==> src/rtl/mul_pkg.sv <==
// Shared types and constants for the iterative RV32M multiplier.
package mul_pkg;
  localparam int XLEN     = 32;
  localparam int MUL_ITER = 32;

  typedef enum logic [1:0] {MUL, MULH, MULHSU, MULHU} mul_op_e;
  typedef enum logic [2:0] {IDLE, MULT, NEG_LO, NEG_HI, DONE} mul_state_e;
endpackage

==> src/rtl/full_adder_32bit.sv <==
// 32-bit ripple-style full adder with carry in/out.
module full_adder_32bit (
  input  logic [31:0] a,
  input  logic [31:0] b,
  input  logic        ci,
  output logic [31:0] s,
  output logic        co
);
  assign {co, s} = {1'b0, a} + {1'b0, b} + {32'b0, ci};
endmodule

==> src/rtl/seq_mul_unit.sv <==
// Iterative shift-add multiplier for MUL/MULH/MULHSU/MULHU. One adder is
// time-shared between the 32 accumulate steps and the two-word negation.
module seq_mul_unit #(
  parameter int XLEN = 32
) (
  input  logic            i_clk,
  input  logic            i_reset,
  input  logic            i_start,
  input  logic [1:0]      i_op,
  input  logic [XLEN-1:0] i_rs1,
  input  logic [XLEN-1:0] i_rs2,
  output logic            o_busy,
  output logic            o_done,
  output logic [XLEN-1:0] o_result
);
  import mul_pkg::*;

  mul_state_e      state, nxt;
  mul_op_e         op_in, op_q;
  logic [XLEN-1:0] hi, lo, mcand, res_q, sel;
  logic [4:0]      cnt;
  logic            neg_q, nc;
  logic            a_s, b_s, neg_in;
  logic [XLEN-1:0] mag1, mag2;

  logic [XLEN-1:0] add_a, add_b, add_s;
  logic            add_ci, add_co;

  // Signedness decode and magnitude conversion at capture; 0x80000000 stays
  // 0x80000000 and is then treated as unsigned.
  assign op_in  = mul_op_e'(i_op);
  assign a_s    = (op_in == MULH) || (op_in == MULHSU);
  assign b_s    = (op_in == MULH);
  assign neg_in = (a_s & i_rs1[XLEN-1]) ^ (b_s & i_rs2[XLEN-1]);
  assign mag1   = (a_s && i_rs1[XLEN-1]) ? -i_rs1 : i_rs1;
  assign mag2   = (b_s && i_rs2[XLEN-1]) ? -i_rs2 : i_rs2;

  full_adder_32bit u_add (
    .a  (add_a),
    .b  (add_b),
    .ci (add_ci),
    .s  (add_s),
    .co (add_co)
  );

  always_comb begin
    add_a  = '0;
    add_b  = '0;
    add_ci = 1'b0;
    unique case (state)
      MULT: begin
        add_a = hi;
        add_b = lo[0] ? mcand : '0;
      end
      NEG_LO: begin
        add_a  = ~lo;
        add_ci = 1'b1;
      end
      NEG_HI: begin
        add_a  = ~hi;
        add_ci = nc;
      end
      default: ;
    endcase
  end

  always_comb begin
    nxt = state;
    unique case (state)
      IDLE:    if (i_start) nxt = MULT;
      MULT:    if (cnt == 5'(MUL_ITER - 1)) nxt = neg_q ? NEG_LO : DONE;
      NEG_LO:  nxt = NEG_HI;
      NEG_HI:  nxt = DONE;
      DONE:    nxt = IDLE;
      default: nxt = IDLE;
    endcase
  end

  always_ff @(posedge i_clk) begin
    if (i_reset) begin
      state <= IDLE;
      op_q  <= MUL;
      neg_q <= 1'b0;
      nc    <= 1'b0;
      mcand <= '0;
      hi    <= '0;
      lo    <= '0;
      cnt   <= '0;
      res_q <= '0;
    end else begin
      state <= nxt;
      unique case (state)
        IDLE: if (i_start) begin
          op_q  <= op_in;
          neg_q <= neg_in;
          mcand <= mag1;
          hi    <= '0;
          lo    <= mag2;
          cnt   <= '0;
        end
        MULT: begin
          // Product shifts right one bit per step; multiplier bits drain out of lo.
          hi  <= {add_co, add_s[XLEN-1:1]};
          lo  <= {add_s[0], lo[XLEN-1:1]};
          cnt <= cnt + 5'd1;
        end
        NEG_LO: begin
          lo <= add_s;
          nc <= add_co;
        end
        NEG_HI: hi <= add_s;
        DONE:   res_q <= sel;
        default: ;
      endcase
    end
  end

  assign sel      = (op_q == MUL) ? lo : hi;
  assign o_busy   = (state != IDLE);
  assign o_done   = (state == DONE);
  assign o_result = o_done ? sel : res_q;
endmodule

==> config.mk <==
export PLATFORM = sky130hd
export DESIGN_NAME = seq_mul_unit
export DESIGN_NICKNAME = d
export VERILOG_FILES = /design/src/rtl/mul_pkg.sv /design/src/rtl/full_adder_32bit.sv /design/src/rtl/seq_mul_unit.sv
export SDC_FILE = /design/constraint.sdc
export NUM_CORES = 1
export LEC_CHECK = 0
export BUFFER_PORTS_ARGS = -buffer_cell sky130_fd_sc_hd__buf_2
export CAP_MARGIN = 15
export CORE_AREA = 2 2 141 143
export CTS_CLUSTER_DIAMETER = 80
export CTS_CLUSTER_SIZE = 24
export DETAILED_ROUTE_END_ITERATION = 8
export DIE_AREA = 0 0 143 145
export PLACE_DENSITY = 0.75
export REMOVE_ABC_BUFFERS = 1
export SETUP_SLACK_MARGIN = 0.05
export SLEW_MARGIN = 20
export SYNTH_ARGS = -nofsm -noshare
export SYNTH_HDL_FRONTEND = slang
export SYNTH_HIERARCHICAL = 1
export SYNTH_SLANG_ARGS = --single-unit
export TNS_END_PERCENT = 30
==> constraint.sdc <==
create_clock -name i_clk -period 4.2 [get_ports i_clk]
set_clock_uncertainty 0.1 [all_clocks]
set_input_delay 0.21 -clock i_clk [delete_from_list [all_inputs] [get_ports i_clk]]
set_output_delay 0.21 -clock i_clk [all_outputs]
set_load 0.1 [all_outputs]
==> impl.org <==
** Run status
- The run finished, with violations left.
- The final reports fail on design-rule violations.

** Cells and area
- The sequential cells in the finished layout cover a total of 2810 µm².
- At the end of the flow, the number of nets in the layout was between 1500 and 2000.
- The count of cells in the finished layout, fillers not included, comes to 1759.
- Cells fill between 60% and 70% of the core in the end.
- Area taken by multi-input logic gates :: between 7000 and 8000 µm²
- Counting the fill cells in the layout gives 1683.
- Antenna Cells :: 0
- Area Growth Syn to Fin :: 17.2%
- Ratio of cells with drive above 1 in the final layout :: approximately 17%

** Global routing
- The number of antenna violations at the first check in global routing was 0.
- First-pass GRT wire length :: ~54 mm
- Global routing used about a third of the available tracks across all layers.
- Largest net degree at the start of global routing :: 87
- Via count of the first global-routing pass :: 10346
- Aggregate global routing overflow :: 0

** Detailed routing
- For this run, design rule violations remaining after detail routing come to 10.
- Antenna viol nets, final :: 0
- Detailed routing inserted a total of 11278 vias.
- Via count normalized by instance count :: between 6 and 7
- Final wirelength :: between 30 and 40 mm
- In the final routed layout, each cell accounts on average for 19.4 µm.
- The first detailed-routing pass ran for 9 iterations.
- For this block, the initial DRC count from the detailed router was between 1500 and 2000.

** Worst setup path
- Endpoint of the most critical register-to-register path :: lo[28]
- For the worst flop-to-flop path, the logic depth is 19.
- For the worst setup path, the data required time is between 4000 and 5000 ps.
- In this run the worst path has a maximum fanout of 5.
- Critical path endpoint category :: flop
- Launch point of the worst reg-to-reg path :: state[1]
- Data arrives at the worst endpoint at roughly 4200 ps.
- Startpoint-to-endpoint class of the critical path :: reg -> reg
- Setup slack on the worst reg-to-reg path comes out at approximately 230 ps.
- Startpoint kind of the worst setup timing path :: flop

** Clocking
- Clock tree from TritonCTS :: yes
- In this run the deepest clock path goes through 2 buffers.
- Clock tree synthesis inserted a total of 17 buffers.
- Clock Tree Root :: sky130_fd_sc_hd__clkbuf_16
- Post-CTS setup buffers :: 0
- The clock tree synthesis step divided the H-tree into 4 levels.
- Sink count of the clock tree :: 140
- Source-to-sink clock delay at the later pin of the worst-skew pair :: between 400 and 500 ps
- Clock-pin slew was measured on the worst setup and hold paths at roughly 60 ps.

** STA
- Final setup violation count :: 0
- Worst hold margin :: slightly above 7 ps
- Time the worst path needs with I/O delays and setup :: about 4000 ps
- Max-slew violation count :: 0
- The final count of hold timing violations came to 0.
- Max Clock Freq :: 252 MHz
- At the pin with the least slew margin, the transition time is around 1100 ps.
- Portion of the clock cycle consumed by the worst path in the final layout :: 94.4%
- Setup repair after global routing could not meet its margin everywhere.
- In this run the tightest slew margin relative to its limit is 29.1%.
- Min setup slack post-route :: 233 ps

** Worst hold path
- WHS Endpoint :: lo[21]
- Startpoint of the worst hold path :: i_rs2[21]
- Hold Path Class :: in -> reg
- Along the worst hold path, the cell count comes to 3.

** Logic synthesis
- The cell area that synthesis handed to floorplanning was 10400 µm².
- Main synth FF type :: sky130_fd_sc_hd__dfxtp_1
- After synthesis, the mean cell area works out to approximately 7.5 µm².
- For this run, the number of Yosys warnings is 6.
- Synthesis produced a netlist whose cell count is roughly 1400.
- Counting flops and latches in the post-synthesis netlist gives between 100 and 150.
- Share of flip-flops with an asynchronous set or reset :: 0%
- The share of the Yosys chip area taken by registers is 26.8%.
- Number of enable-type register cells in the synthesized netlist :: 0
- After synthesis, the netlist uses 82 different library cells.

** Die
- Initial Util :: around 54%
- The die covers between 20000 and 25000 µm².
- Measured along the y axis, the die boundary spans around 150 µm.
- Measured along the x axis, the die boundary spans roughly 140 µm.
- In this run the core area contains 51 standard-cell rows.
- After floorplanning, the core was sized to cover between 15000 and 20000 µm².
- between 100 and 150 I/O pins were placed.

** Power
- IR drop worst, VDD :: approximately 0.00029 V
- Post-layout total power :: approximately 3.9 mW
- Power per Cell Area :: between 300 and 400 nW/µm²
- Leakage :: around 5.6 nW

** Place
- Final estimated routing congestion in global placement :: 1.01
- Buffers placed on the I/O ports in this run total a little over 100.
- Summed over all nets, the half-perimeter wirelength after detailed placement is 23.7 mm.
- Before CTS, the worst setup slack after placement is between 80 and 90 ps.
- Counting tap cells, the placed design contains a total of between 1500 and 2000 instances.

** Run
- Number of max-capacitance violations reported :: 0
[kinds of logic (layout without fill, tap and decap cells)]
kind of cell,after synthesis,count (layout),synth area share [%]
AOI/OAI and AO/OA,422,422,26.3
xor gates and xnor gates,93,93,7.80
adders and majority gates,38,38,4.70
buffers and inverters,127,237,4.95
DFF,140,140,26.8
muxes,43,43,4.13
and+or+nand+nor,521,521,25.3
[Yosys cell counts, types with 13 or more instances]
cell / number / share of area [%]
sky130_fd_sc_hd__a222oi_1: 40 / 3.8
sky130_fd_sc_hd__clkbuf_1: 81 / 2.9
sky130_fd_sc_hd__inv_1: 20 / 0.72
sky130_fd_sc_hd__a211oi_1: 20 / 1.4
sky130_fd_sc_hd__dfxtp_1: 140 / 27
sky130_fd_sc_hd__mux2i_1: 42 / 4.0
sky130_fd_sc_hd__o21ai_0: 74 / 3.5
sky130_fd_sc_hd__ha_1: 36 / 4.3
sky130_fd_sc_hd__or3_1: 15 / 0.90
sky130_fd_sc_hd__nand4_1: 18 / 1.1
sky130_fd_sc_hd__nor4_1: 14 / 0.84
sky130_fd_sc_hd__buf_2: 14 / 0.67
sky130_fd_sc_hd__nor3_1: 35 / 1.7
sky130_fd_sc_hd__a31oi_1: 19 / 1.1
sky130_fd_sc_hd__xor2_1: 65 / 5.5
sky130_fd_sc_hd__nand2_1: 65 / 2.3
sky130_fd_sc_hd__and3_1: 39 / 2.3
sky130_fd_sc_hd__xnor2_1: 28 / 2.3
sky130_fd_sc_hd__o31ai_1: 15 / 1.1
sky130_fd_sc_hd__a21o_1: 13 / 0.93
sky130_fd_sc_hd__nand3_1: 18 / 0.86
sky130_fd_sc_hd__and2_1: 40 / 2.4
sky130_fd_sc_hd__a21oi_1: 159 / 7.6
sky130_fd_sc_hd__nor2_1: 212 / 7.6
[metrics by stage]
stage                     setup TNS, ps  instance area (µm²)
after floorplan                 -540480                10000
after detailed placement              0                11500
after CTS                             0                12200
after global placement                0                11500
final                                 0                12200
after global routing                  0                12200
[per-layer routing]
layer	GRT usage [%]	vias to the layer above	wire length, µm
li1	-	5295	-
met1	45.8	5273	14900
met2	48.9	631	15100
met3	5.35	79	3310
met4	11.0	0	886
met5	0	-	0
[critical path: stages, from the launching register on]
cell                        delay [ps]
sky130_fd_sc_hd__dfxtp_4           380
sky130_fd_sc_hd__nor2_1             70
sky130_fd_sc_hd__and2_4            200
sky130_fd_sc_hd__and3_1            210
sky130_fd_sc_hd__fa_2              390
sky130_fd_sc_hd__fa_2              370
sky130_fd_sc_hd__a21oi_2           190
sky130_fd_sc_hd__o32ai_1           110
sky130_fd_sc_hd__buf_4             140
sky130_fd_sc_hd__o211ai_2          140
sky130_fd_sc_hd__a21o_1            160
sky130_fd_sc_hd__o21ai_2            90
sky130_fd_sc_hd__a2111oi_2         370
sky130_fd_sc_hd__a311oi_2           80
sky130_fd_sc_hd__buf_4             160
sky130_fd_sc_hd__nor2_1            100
sky130_fd_sc_hd__o21ai_1            90
sky130_fd_sc_hd__buf_4             170
sky130_fd_sc_hd__a211oi_1          240
sky130_fd_sc_hd__a211oi_1           70
[worst max-delay path by stage]
stage	slack, ps	startpoint	end
after CTS	60	state[1]	lo[28]
after detailed placement	90	state[1]	lo[28]
after floorplan	-6540	state[2]	res_q[0]
after global placement	170	state[1]	lo[28]
after global routing	30	state[0]	lo[28]
final	230	state[1]	lo[28]
[flip-flops by register name (all words and copies together) (netlist names)]
name and cells:
cnt 5, hi 32, lo 32, mcand 32, nc 1, neg_q 1
op_q 2, res_q 32, state 3
[placed cells by master, fill, tap and decap left out, types with 40 or more instances in the layout]
cell,n
sky130_fd_sc_hd__nand2_1,65
sky130_fd_sc_hd__o21ai_0,71
sky130_fd_sc_hd__a222oi_1,40
sky130_fd_sc_hd__mux2i_1,42
sky130_fd_sc_hd__buf_4,65
sky130_fd_sc_hd__a21oi_1,157
sky130_fd_sc_hd__buf_2,102
sky130_fd_sc_hd__dfxtp_1,138
sky130_fd_sc_hd__xor2_1,65
sky130_fd_sc_hd__nor2_1,209
[report_power, final]
group          total [mW]  leakage [nW]  internal, mW  switching (mW)
combinational       0.912          4.14         0.289           0.623
sequential           1.50          1.15          1.42          0.0818
clock                1.52         0.272         0.892           0.631
total                3.93          5.55          2.60            1.34
[area by class of cell]
class / count / area share, %
Clock buffer: 19 / 3.62
Clock inverter: 13 / 1.16
Inverter: 21 / 0.644
Multi-Input combinational cell: 1117 / 58.9
Sequential cell: 140 / 22.9
Tap cell: 265 / 2.71
Timing Repair Buffer: 184 / 10.1
[what timing repair did]
item	in CTS	in global routing
gates resized for setup	0	16
hold endpoints to repair	12	0
endpoints found under the setup margin	0	20
hold buffers	12	0
Note: power is estimated with default switching activity, not from simulation.
